--- config.mk ---
export PLATFORM = sky130hd
export DESIGN_NAME = prco_debug_uart_tx_flat
export DESIGN_NICKNAME = d
export VERILOG_FILES = /design/src/rtl/prco_debug_uart_tx_if.sv /design/src/rtl/prco_debug_uart_tx.sv /design/src/flat_wrapper.sv
export SDC_FILE = /design/constraint.sdc
export NUM_CORES = 1
export LEC_CHECK = 0
export CORE_UTILIZATION = 50
export CTS_CLUSTER_DIAMETER = 200
export DETAILED_ROUTE_END_ITERATION = 8
export HOLD_SLACK_MARGIN = 0.1
export PLACE_DENSITY = 0.72
export SLEW_MARGIN = 20
export SYNTH_ARGS = -nofsm -noshare
export SYNTH_HDL_FRONTEND = slang
export SYNTH_SLANG_ARGS = --single-unit
--- constraint.sdc ---
create_clock -name i_clk -period 8.1 [get_ports i_clk]
set_clock_uncertainty 0.05 [all_clocks]
set_input_delay 1.215 -clock i_clk [delete_from_list [all_inputs] [get_ports i_clk]]
set_output_delay 1.215 -clock i_clk [all_outputs]
set_load 0.02 [all_outputs]
--- src/rtl/prco_debug_uart_tx_if.sv ---
// Debug byte channel from prco_core to the debug UART transmitter.
//   i_dbg_data : debug byte (core q_debug)
//   i_dbg_we   : write strobe, one byte per cycle high
//   q_stall    : transmitter FIFO full; the core holds its pipeline while high
// Handshake: a byte transfers on every rising clk edge where i_dbg_we is high
// and q_stall is low. A write while q_stall is high is dropped, and the
// transmitter records the drop.
interface prco_debug_uart_tx_if;
  logic [7:0] i_dbg_data;
  logic       i_dbg_we;
  logic       q_stall;

  modport master (output i_dbg_data, output i_dbg_we, input q_stall);
  modport slave  (input i_dbg_data, input i_dbg_we, output q_stall);
endinterface

--- src/rtl/prco_debug_uart_tx.sv ---
// Debug UART transmitter: buffers debug bytes from prco_core in a circular
// FIFO and sends them as UART 8N1 (idle high, start low, 8 data bits LSB
// first, stop high). The FIFO-full flag stalls the core so no byte is lost.
// Ports:
//   i_clk, i_reset : clock and synchronous active-high reset
//   i_en           : allows new frames to start; a running frame always finishes
//   dbg            : debug byte channel (data, write strobe, stall)
//   q_tx           : UART serial output, idle high
//   q_busy         : FSM not idle or FIFO not empty
//   q_fifo_count   : FIFO occupancy, 0..2**FIFO_DEPTH_LOG2
//   q_overflow     : sticky, set when a write is dropped because the FIFO is full
//   q_state        : current FSM state (0 IDLE, 1 START, 2 DATA, 3 STOP)
module prco_debug_uart_tx #(
  parameter int CLKS_PER_BIT    = 868,
  parameter int FIFO_DEPTH_LOG2 = 3
) (
  input  logic                     i_clk,
  input  logic                     i_reset,
  input  logic                     i_en,
  prco_debug_uart_tx_if.slave      dbg,
  output logic                     q_tx,
  output logic                     q_busy,
  output logic [FIFO_DEPTH_LOG2:0] q_fifo_count,
  output logic                     q_overflow,
  output logic [1:0]               q_state
);

  localparam int DEPTH = 1 << FIFO_DEPTH_LOG2;
  localparam int CNT_W = (CLKS_PER_BIT > 2) ? $clog2(CLKS_PER_BIT) : 1;
  localparam logic [CNT_W-1:0] CNT_LAST = CNT_W'(CLKS_PER_BIT - 1);
  localparam logic [FIFO_DEPTH_LOG2:0] COUNT_FULL = (FIFO_DEPTH_LOG2 + 1)'(DEPTH);

  typedef enum logic [1:0] {
    IDLE  = 2'd0,
    START = 2'd1,
    DATA  = 2'd2,
    STOP  = 2'd3
  } tx_state_e;

  // FIFO storage and pointers
  logic [7:0]                 mem [DEPTH];
  logic [FIFO_DEPTH_LOG2-1:0] wptr;
  logic [FIFO_DEPTH_LOG2-1:0] rptr;
  logic [FIFO_DEPTH_LOG2:0]   count;
  logic [FIFO_DEPTH_LOG2:0]   count_next;
  logic                       full;
  logic                       empty;
  logic                       push;
  logic                       pop;

  // Serialiser state
  tx_state_e        state;
  tx_state_e        state_next;
  logic [CNT_W-1:0] baud_cnt;
  logic [CNT_W-1:0] baud_cnt_next;
  logic [2:0]       bit_idx;
  logic [2:0]       bit_idx_next;
  logic [7:0]       shreg;
  logic [7:0]       shreg_next;
  logic             tx_next;
  logic             busy_next;
  logic             en_q;

  // Fullness comes from the registered count, so a write in a full cycle is
  // dropped even when the serialiser pops in that same cycle.
  assign full        = (count == COUNT_FULL);
  assign empty       = (count == '0);
  assign push        = dbg.i_dbg_we && !full;
  assign dbg.q_stall = full;

  assign q_fifo_count = count;
  assign q_state      = state;

  always_comb begin
    count_next = count;
    unique case ({push, pop})
      2'b10:   count_next = count + 1'b1;
      2'b01:   count_next = count - 1'b1;
      default: count_next = count;
    endcase
  end

  always_ff @(posedge i_clk) begin
    if (push) begin
      mem[wptr] <= dbg.i_dbg_data;
    end
  end

  always_ff @(posedge i_clk) begin
    if (i_reset) begin
      wptr       <= '0;
      rptr       <= '0;
      count      <= '0;
      q_overflow <= 1'b0;
    end else begin
      count <= count_next;
      if (push) begin
        wptr <= wptr + 1'b1;
      end
      if (pop) begin
        rptr <= rptr + 1'b1;
      end
      if (dbg.i_dbg_we && full) begin
        q_overflow <= 1'b1;
      end
    end
  end

  // Next state and next registered outputs. q_tx is registered from the
  // value the line must carry in the state being entered, so the line
  // changes on the same edge as the state.
  always_comb begin
    state_next    = state;
    baud_cnt_next = baud_cnt;
    bit_idx_next  = bit_idx;
    shreg_next    = shreg;
    tx_next       = 1'b1;
    pop           = 1'b0;

    unique case (state)
      IDLE: begin
        if (en_q && !empty) begin
          pop           = 1'b1;
          shreg_next    = mem[rptr];
          state_next    = START;
          baud_cnt_next = '0;
          tx_next       = 1'b0;
        end
      end
      START: begin
        tx_next = 1'b0;
        if (baud_cnt == CNT_LAST) begin
          baud_cnt_next = '0;
          bit_idx_next  = '0;
          state_next    = DATA;
          tx_next       = shreg[0];
        end else begin
          baud_cnt_next = baud_cnt + 1'b1;
        end
      end
      DATA: begin
        tx_next = shreg[0];
        if (baud_cnt == CNT_LAST) begin
          baud_cnt_next = '0;
          if (bit_idx == 3'd7) begin
            state_next = STOP;
            tx_next    = 1'b1;
          end else begin
            // Shift right so the bit on the line is always shreg[0].
            bit_idx_next = bit_idx + 1'b1;
            shreg_next   = {1'b0, shreg[7:1]};
            tx_next      = shreg[1];
          end
        end else begin
          baud_cnt_next = baud_cnt + 1'b1;
        end
      end
      STOP: begin
        tx_next = 1'b1;
        if (baud_cnt == CNT_LAST) begin
          baud_cnt_next = '0;
          state_next    = IDLE;
        end else begin
          baud_cnt_next = baud_cnt + 1'b1;
        end
      end
      default: begin
        state_next    = IDLE;
        baud_cnt_next = '0;
      end
    endcase

    busy_next = (state_next != IDLE) || (count_next != '0);
  end

  // i_en passes through one register, so a queued byte starts two cycles
  // after i_en rises.
  always_ff @(posedge i_clk) begin
    if (i_reset) begin
      state    <= IDLE;
      baud_cnt <= '0;
      bit_idx  <= '0;
      shreg    <= '0;
      q_tx     <= 1'b1;
      q_busy   <= 1'b0;
      en_q     <= 1'b0;
    end else begin
      state    <= state_next;
      baud_cnt <= baud_cnt_next;
      bit_idx  <= bit_idx_next;
      shreg    <= shreg_next;
      q_tx     <= tx_next;
      q_busy   <= busy_next;
      en_q     <= i_en;
    end
  end

endmodule

--- src/flat_wrapper.sv ---
// flat-port wrapper written by rule: the top's interface ports become plain ports
module prco_debug_uart_tx_flat 
#(
  parameter int CLKS_PER_BIT    = 868,
  parameter int FIFO_DEPTH_LOG2 = 3
)
  (i_clk, i_reset, i_en, q_tx, q_busy, q_fifo_count, q_overflow, q_state, dbg_i_dbg_data, dbg_i_dbg_we, dbg_q_stall);
  prco_debug_uart_tx_if dbg_i ();
  input  logic i_clk;
  input  logic i_reset;
  input  logic i_en;
  output logic q_tx;
  output logic q_busy;
  output logic [FIFO_DEPTH_LOG2:0] q_fifo_count;
  output logic q_overflow;
  output logic [1:0] q_state;
  input wire logic [$bits(dbg_i.i_dbg_data)-1:0] dbg_i_dbg_data;
  input wire logic [$bits(dbg_i.i_dbg_we)-1:0] dbg_i_dbg_we;
  output wire logic [$bits(dbg_i.q_stall)-1:0] dbg_q_stall;
  assign dbg_i.i_dbg_data = dbg_i_dbg_data;
  assign dbg_i.i_dbg_we = dbg_i_dbg_we;
  assign dbg_q_stall = dbg_i.q_stall;
  prco_debug_uart_tx #(.CLKS_PER_BIT(CLKS_PER_BIT), .FIFO_DEPTH_LOG2(FIFO_DEPTH_LOG2)) u_core (.i_clk(i_clk), .i_reset(i_reset), .i_en(i_en), .dbg(dbg_i), .q_tx(q_tx), .q_busy(q_busy), .q_fifo_count(q_fifo_count), .q_overflow(q_overflow), .q_state(q_state));
endmodule
==> flow_metrics.py <==
metrics = {
    "power_and_ir_drop": {
        "peakVddDrop_mv": 0.115,
        "p_leak_nw": 1.61,
        "powerDensity_nw_per_um2": 235,
    },
    "synth": {
        "yosys.area.top_type_share_pct": 44.2,
        "syn_area_um2": 4350,
        "ys.flop_type": "edfxtp_1",
        "syn_nets": 351,
        "synth-edff-count": 64,
        "synth-seq-cells": 104,
        "syn_inst": 332,
        "synth_area_leaders": "edfxtp_1, dfxtp_1, mux4_2",
        "yosysTopAreaCell": "edfxtp_1",
        "seq_area_frac_synth_pct": 62.6,
        "synth-async-reset-ratio_pct": 0,
        "syn_avg_cell_area_um2": 13.1,
        "yosysWarnings": 0,
        "yosys.cell_types.count": 45,
    },
    "clock_network": {
        "ctsHoldBuffers": 0,
        "cts-resized-gates": 0,
        "path_clk_slew_ps": 100,
        "clock_sinks": 104,
        "cts_buffers": 9,
        "clockBufferDepth": 2,
        "cts_htree_levels": 3,
        "root_buffer": "clkbuf_8",
        "clock_latency_ps": 370,
        "cts_tree": "done",
        "cts_setup_buffers": 0,
    },
    "sta": {
        "fin_setup_tns_ps": 0,
        "fmaxAchievable_ghz": 0.269,
        "drv_slew": 0,
        "slew_headroom_pct": 25.7,
        "fin_ws_ps": 4380,
        "setup_violations": 0,
        "hold_violations": 0,
        "timing.final.crit_share_pct": 45.9,
        "rsz0062_at_grt": "false",
        "min_period_ps": 3720,
        "tightest_slew_ps": 1110,
    },
    "floorplan": {
        "row_count": 33,
        "start_util_pct": 52.4,
        "core_um2": 8300,
        "dieArea_um2": 9070,
        "die_w_um": 95.3,
        "boundaryPins": 22,
        "die_y_um": 95.3,
    },
    "setup_path": {
        "cp_top_family": "simple AND/OR/NAND/NOR gates",
        "path_buf_inv": 1,
        "crit_path_max_fanout": 7,
        "cp-end-kind": "register",
        "critPathKind": "in2reg",
        "start_kind": "input pin",
        "cp.required_ps": 8300,
        "crit_chain": "clkdlybuf4s50_1, nand2_1, ha_1, or4b_1, a31oi_1, mux2_4, or4_4",
        "arrival_ps": 3920,
        "max_stage_delay_ps": 620,
        "worst_path_max_delay_cell": "clkdlybuf4s50_1",
    },
    "outcome": {
        "status": "finished, final reports clean",
    },
    "layout": {
        "fin_nets": 372,
        "mostFrequentLayoutCell": "edfxtp_1",
        "layout_common_cells": "edfxtp_1, nor2_1, dfxtp_1",
        "nFillCells": 655,
        "area_delta_synth_final_pct": 11.4,
        "drive_gt1_share_pct": 12.6,
        "num_antenna_cells": 0,
    },
    "drt": {
        "dr_total_vias": 2623,
        "wl_per_cell_um": 16.5,
        "postRouteAntennaNets": 0,
        "viasPerCell": 5.67,
        "drc_errors": 0,
        "totalWireLength_mm": 7.66,
        "drt_iter0_drc": 139,
        "first_pass_iters": 5,
    },
    "global_routing": {
        "grt_pass1_wl_mm": 12.4,
        "grt_pass1_vias": 2410,
        "overflow": 0,
        "grt_max_degree": 37,
        "antenna_found_initial": 0,
        "grt_usage_pct": 18.9,
    },
    "place": {
        "place.gp.congestion": 0.768,
        "dp_hpwl_mm": 4.96,
        "place_ws_ps": 4020,
        "port_buffers": 21,
    },
    "min_path": {
        "hold_class": "reg2reg",
    },
    "run": {
        "drv_cap": 0,
    },
}
==> layout make-up <==
class                      count  area (um2)  area share [%]
multi-input combinational    208        1550            31.9
tap                          105         131            2.71
clock buffer                  10         128            2.63
timing repair buffer          26         248            5.11
inverter                       4        15.0           0.310
sequential                   104        2720            56.2
clock inverter                 6        52.6            1.08
==> worst paths after layout <==
kind / start / endpoint / slack (ps) / cells past startpoint
max: dbg_i_dbg_we / u_core.q_busy / 4380 / 7
min: u_core.shreg[4] / u_core.shreg[4] / 420 / 2
max reg2reg: u_core.q_fifo_count[1] / u_core.q_busy / 4560 / 7
min reg2reg: u_core.shreg[4] / u_core.shreg[4] / 420 / 2
==> kinds of logic (layout without fill, tap and decap cells) <==
family | after synthesis | in the layout | share of synthesized area [%]
buffers and inverters | 20 | 46 | 1.93
muxes | 30 | 30 | 11.7
AOI/OAI and AO/OA | 52 | 52 | 7.68
and+or+nand+nor | 111 | 111 | 12.5
DFF | 104 | 104 | 62.6
adders and majority gates | 7 | 7 | 2.01
xor gates and xnor gates | 8 | 8 | 1.61
==> per-layer routing <==
layer / GRT usage (%) / part of all wire, % / vias to the layer above
met2: 27.4 / 46 / 45
met4: 6.82 / 1.3 / 0
li1: - / - / 1274
met1: 28.2 / 48 / 1296
met3: 3.59 / 4.3 / 8
met5: 0 / 0 / -
==> through the flow <==
stage | utilization, % | hold WS (ps) | area, um2 | total power, mW | cells
after global placement | 56.2 | 384 | 4660 | 0.848 | 447
final | 58.4 | 418 | 4840 | 1.14 | 463
after global routing | 58.4 | 436 | 4840 | 1.20 | 463
after detailed placement | 56.2 | 401 | 4660 | 0.854 | 447
after floorplan | - | 369 | 4350 | 0.790 | 332
after CTS | 58.4 | 424 | 4840 | 1.15 | 463
==> flip-flops by register name, summed over array words and instances, names as in the netlist, named ones only <==
register and cells:
u_core.baud_cnt 10, u_core.bit_idx 3, u_core.en_q 1, u_core.mem 64, u_core.q_busy 1, u_core.q_fifo_count 4, u_core.q_overflow 1, u_core.q_state 2
u_core.q_tx 1, u_core.rptr 3, u_core.shreg 8, u_core.wptr 3
==> synthesized netlist by cell type (2+ instances only) <==
library cell  number
a21o_1             2
a21oi_1           19
a22oi_1            3
a311oi_1           2
a31oi_1            2
and3_1             3
buf_1              2
clkbuf_1          12
dfxtp_1           40
edfxtp_1          64
ha_1               7
inv_1              4
mux2i_1           12
mux4_2            16
nand2_1           20
nand2b_1           5
nand3_1            7
nor2_1            44
nor2b_1            8
nor3_1             7
nor3b_1            3
nor4_1             4
o21ai_0           17
or4b_1             2
xnor2_1            2
xor2_1             6
==> worst min-delay path, delay by kind of cell (launching register included) <==
family	cells	cell delay, ps
AND/OR/NAND/NOR	1	50
flip-flops	1	340
AO/OA/AOI/OAI	1	60
==> report_power, final <==
group	switching [mW]	leakage [nW]	internal, mW	total [mW]
clock network	0.180	0.0903	0.117	0.297
registers	0.0404	0.906	0.596	0.637
logic	0.100	0.615	0.103	0.203
total	0.321	1.61	0.816	1.14
No activity file was read; power rests on OpenSTA's default activity.
==> variant 1 (same flow settings) <==
`FIFO_DEPTH_LOG2` is set to 3 in 2 places; all go to 5.
--- a/src/rtl/prco_debug_uart_tx.sv
+++ b/src/rtl/prco_debug_uart_tx.sv
@@ -12,7 +12,7 @@
 //   q_state        : current FSM state (0 IDLE, 1 START, 2 DATA, 3 STOP)
 module prco_debug_uart_tx #(
   parameter int CLKS_PER_BIT    = 868,
-  parameter int FIFO_DEPTH_LOG2 = 3
+  parameter int FIFO_DEPTH_LOG2 = 5
 ) (
   input  logic                     i_clk,
   input  logic                     i_reset,
--- a/src/flat_wrapper.sv
+++ b/src/flat_wrapper.sv
@@ -2,7 +2,7 @@
 module prco_debug_uart_tx_flat 
 #(
   parameter int CLKS_PER_BIT    = 868,
-  parameter int FIFO_DEPTH_LOG2 = 3
+  parameter int FIFO_DEPTH_LOG2 = 5
 )
   (i_clk, i_reset, i_en, q_tx, q_busy, q_fifo_count, q_overflow, q_state, dbg_i_dbg_data, dbg_i_dbg_we, dbg_q_stall);
   prco_debug_uart_tx_if dbg_i ();
Interface: changed (resized q_fifo_count); port bits go from 22 to 24. The function was not compared with the original's and may differ.
==> variant 1 against the original RTL <==
Total power grew to 3.2 times the old value; clock power grew to 4.4 times the old value; worst setup slack worse by 0.12 ns; synthesized cell count is 110% higher; sequential cell count is 200 higher; area after synthesis grew to 2.8 times the old value; routed wire length grew to 3.2 times the old value; critical path depth is 4 higher; final area grew to 2.8 times the old value; die area grew to 2.8 times the old value.
==> variant 1: results (changes against the original RTL) <==
{
  "status": {"value": "finished, final reports clean", "change": "unchanged"},
  "register_area": {"value": 8653, "unit": "um2", "change": "was 2724 um2"},
  "tapCellCount": {"value": 324, "change": "was 105"},
  "reg_top3": {"value": "u_core.mem: 256 flops, u_core.baud_cnt: 10 flops, u_core.shreg: 8 flops", "change": "was u_core.mem: 64 flops, u_core.baud_cnt: 10 flops, u_core.shreg: 8 flops"},
  "area_of_combinational_cells_with_multiple_inputs": {"value": 3416, "unit": "um2", "change": "was 1546 um2"},
  "drt-total-wl": {"value": 24760, "unit": "um", "change": "was 7661 um"},
  "hold-path-endpoint": {"value": "u_core.shreg[7]$_SDFFE_PP0P_", "change": "was u_core.shreg[4]$_SDFFE_PP0P_"},
  "hold_path_startpoint": {"value": "u_core.shreg[7]$_SDFFE_PP0P_", "change": "was u_core.shreg[4]$_SDFFE_PP0P_"},
  "route.detailed.wl_per_inst": {"value": 23.38, "unit": "um", "change": "was 16.55 um"},
  "dpl_worst_slack": {"value": 3.790, "unit": "ns", "change": "was 4.024 ns"},
  "placed_cell_area": {"value": 12730, "unit": "um2", "change": "was 4663 um2"},
  "synth_nets": {"value": 721, "change": "was 351"},
  "n_multi_input_combinational_cell": {"value": 347, "change": "was 208"},
  "critical_path.max_fanout": {"value": 10, "change": "was 7"},
  "cts_buffers": {"value": 29, "change": "was 9"},
  "synthesis.area_per_instance": {"value": 17.60, "unit": "um2", "change": "was 13.10 um2"},
  "drive_gt1_share": {"value": 19.59, "unit": "%", "change": "was 12.57%"},
  "yosys-top-cells-count": {"value": "sky130_fd_sc_hd__edfxtp_1 (256), sky130_fd_sc_hd__nor2_1 (80), sky130_fd_sc_hd__mux4_2 (78)", "change": "was sky130_fd_sc_hd__edfxtp_1 (64), sky130_fd_sc_hd__nor2_1 (44), sky130_fd_sc_hd__dfxtp_1 (40)"},
  "worst_r2r_path_depth": {"value": 11, "change": "was 7"},
  "grt_pass1_wl": {"value": 38560, "unit": "um", "change": "was 12410 um"},
  "yosys_register_bits": {"value": 304, "change": "was 104"},
  "timing.reg2reg.setup_slack": {"value": 4.62, "unit": "ns", "change": "was 4.56 ns"},
  "cellLeakagePower": {"value": 0.004206, "unit": "uW", "change": "was 0.001612 uW"},
  "grt_pass1_vias": {"value": 6452, "change": "was 2410"},
  "clk_pin_slew": {"value": 0.06, "unit": "ns", "change": "was 0.10 ns"},
  "num-nets-final": {"value": 740, "change": "was 372"},
  "clockBufferCount": {"value": 32, "change": "was 10"},
  "placement.io_buffers": {"value": 23, "change": "was 21"},
  "finalCritPeriodShare": {"value": 47.44, "unit": "%", "change": "was 45.92%"},
  "cpMaxStageDelayCell": {"value": "sky130_fd_sc_hd__nor2_1", "change": "was sky130_fd_sc_hd__clkdlybuf4s50_1"}
}
-- variant 1: report_power, final --
group	leakage (uW)	internal, uW	switching (uW)
logic	0.00106	262	295
clock network	0.000447	773	540
registers	0.00270	1740	64.6
total	0.00421	2770	900
-- variant 1: routing by layer --
layer,global-route usage [%],up-vias,part of all wire (%)
met4,5.201,0,2.4
met5,0,-,0
li1,-,2809,-
met3,3.030,50,5.6
met1,27.33,3313,42
met2,34.41,240,50
-- variant 1: logic make-up (layout without fill, tap and decap cells) --
kind of cell | after synthesis | after routing | share of synthesized area (%)
compound gates | 77 | 77 | 4.292
buf+inv | 48 | 84 | 1.932
xor+xnor | 15 | 15 | 1.068
flops | 304 | 304 | 70.30
simple gates | 154 | 154 | 6.042
mux | 91 | 91 | 15.35
fa+ha+maj | 10 | 10 | 1.017
-- variant 1: critical path, delay by kind of cell --
family | cells | cell delay (ns)
and+or+nand+nor | 3 | 1.09
buffers and inverters | 3 | 0.68
adders and majority gates | 1 | 0.32
AOI/OAI and AO/OA | 4 | 0.86
==> variant 2 (same settings) <==
Made on the original files. Put one more register stage on the output `q_fifo_count`. The value now appears one clock later. The other outputs are not delayed to match.
--- a/src/rtl/prco_debug_uart_tx.sv
+++ b/src/rtl/prco_debug_uart_tx.sv
@@ -68,7 +68,9 @@
   assign push        = dbg.i_dbg_we && !full;
   assign dbg.q_stall = full;
 
-  assign q_fifo_count = count;
+  always_ff @(posedge i_clk) begin
+    q_fifo_count <= count;
+  end
   assign q_state      = state;
 
   always_comb begin
Check against the original RTL: not equivalent (Yosys sat finds a counterexample within 4 cycles, from zero or initial values and one cycle with i_reset high).
==> variant 2 against the original RTL <==
Worst setup slack better by 0.022 ns; sequential share of layout area fell by 1.2 points; sequential cell count up 4; via count rose by 6.4%; hold slack got worse by 0.0050 ns; area after synthesis increased by 4.8%; total power increased by 6.9%; routed wire length rose by 9.2%; final area up 5.1%; cell count up 3.7%; register-to-register slack improved by 0.22 ns; critical endpoint unchanged.
==> variant 2: results (changes against the original RTL) <==
{
  "status": {"value": "finished, final reports clean", "change": "unchanged"},
  "detail_route_met3_wl": {"value": 336, "unit": "um", "change": "was 332 um"},
  "drt-met1-wl": {"value": 3748, "unit": "um", "change": "was 3692 um"},
  "post-dp-hpwl": {"value": 5246, "unit": "um", "change": "was 4959 um"},
  "cpMaxStageDelayCell": {"value": "sky130_fd_sc_hd__or4b_2", "change": "was sky130_fd_sc_hd__clkdlybuf4s50_1"},
  "worstReg2RegStart": {"value": "u_core.count[0]$_SDFF_PP0_", "change": "was u_core.q_fifo_count[1]$_SDFF_PP0_"},
  "firstDrtPassIters": {"value": 4, "change": "was 5"},
  "placed_cell_area": {"value": 4882, "unit": "um2", "change": "was 4663 um2"},
  "cell_types_occupying_the_most_area_after_synthesis": {"value": "sky130_fd_sc_hd__edfxtp_1 (42%), sky130_fd_sc_hd__dfxtp_1 (19%), sky130_fd_sc_hd__mux4_2 (7.9%)", "change": "was sky130_fd_sc_hd__edfxtp_1 (44%), sky130_fd_sc_hd__dfxtp_1 (18%), sky130_fd_sc_hd__mux4_2 (8.3%)"},
  "worst_r2r_path_depth": {"value": 9, "change": "was 7"},
  "worst_slew_margin_rel": {"value": 32.94, "unit": "%", "change": "was 25.70%"},
  "via_per_inst": {"value": 5.817, "change": "was 5.665"},
  "numPlacedInstances": {"value": 464, "change": "was 447"},
  "cellLeakagePower": {"value": 0.001686, "unit": "uW", "change": "was 0.001612 uW"},
  "pin_count_of_the_biggest_net_entering_global_routing": {"value": 41, "change": "was 37"},
  "pg_comb": {"value": 224, "unit": "uW", "change": "was 203 uW"},
  "ys_seq_area_share": {"value": 61.52, "unit": "%", "change": "was 62.62%"},
  "layout.cells.non_filler": {"value": 480, "change": "was 463"},
  "dpl_worst_slack": {"value": 4.036, "unit": "ns", "change": "was 4.024 ns"},
  "grt_use_met1": {"value": 23.57, "unit": "%", "change": "was 28.17%"},
  "grt_util_met3": {"value": 4.748, "unit": "%", "change": "was 3.589%"},
  "layout_min_cycle_time": {"value": 3.697, "unit": "ns", "change": "was 3.719 ns"},
  "worst_ir_drop_vdd": {"value": 0.0001470, "unit": "V", "change": "was 0.0001146 V"},
  "num-nets-final": {"value": 386, "change": "was 372"},
  "timing.reg2reg.setup_slack": {"value": 4.78, "unit": "ns", "change": "was 4.56 ns"},
  "drt_iter0_markers": {"value": 103, "change": "was 139"},
  "ys_types": {"value": 49, "change": "was 45"}
}
variant 2: stage by stage:
step | util [%] | hold WS (ns)
after floorplan | - | 0.3007
after global placement | 55.63 | 0.3928
after detailed placement | 55.71 | 0.4007
after CTS | 58.11 | 0.4155
after global routing | 58.11 | 0.4323
final | 58.11 | 0.4134
variant 2: final cells by class:
type                       instances  area, um2
tap                              108      135.1
inverter                           4      15.01
multi-input combinational        214       1652
clock buffer                       9      123.9
sequential                       108       2803
timing repair buffer              30      277.8
fill                             701       3671
clock inverter                     7      86.33
variant 2: worst min path at each step:
stage	from	endpoint	slack, ns	depth (start not counted)
after floorplan	u_core.count[1]$_SDFF_PP0_	u_core.q_fifo_count[1]$_DFF_P_	0.30	0
after global placement	u_core.shreg[2]$_SDFFE_PP0P_	u_core.shreg[2]$_SDFFE_PP0P_	0.39	2
after detailed placement	u_core.shreg[6]$_SDFFE_PP0P_	u_core.shreg[6]$_SDFFE_PP0P_	0.40	2
after CTS	u_core.shreg[6]$_SDFFE_PP0P_	u_core.shreg[6]$_SDFFE_PP0P_	0.42	2
after global routing	u_core.count[3]$_SDFF_PP0_	u_core.q_fifo_count[3]$_DFF_P_	0.43	0
final	u_core.shreg[3]$_SDFFE_PP0P_	u_core.shreg[3]$_SDFFE_PP0P_	0.41	2
variant 2: kinds of logic (layout without fill, tap and decap cells):
kind of cell	Yosys count	count (layout)	share of synthesized area (%)
simple gates	114	114	12.96
mux	28	28	10.60
buf+inv	25	50	2.389
flops	108	108	61.52
xor+xnor	8	8	1.538
compound gates	57	57	9.064
fa+ha+maj	7	7	1.922
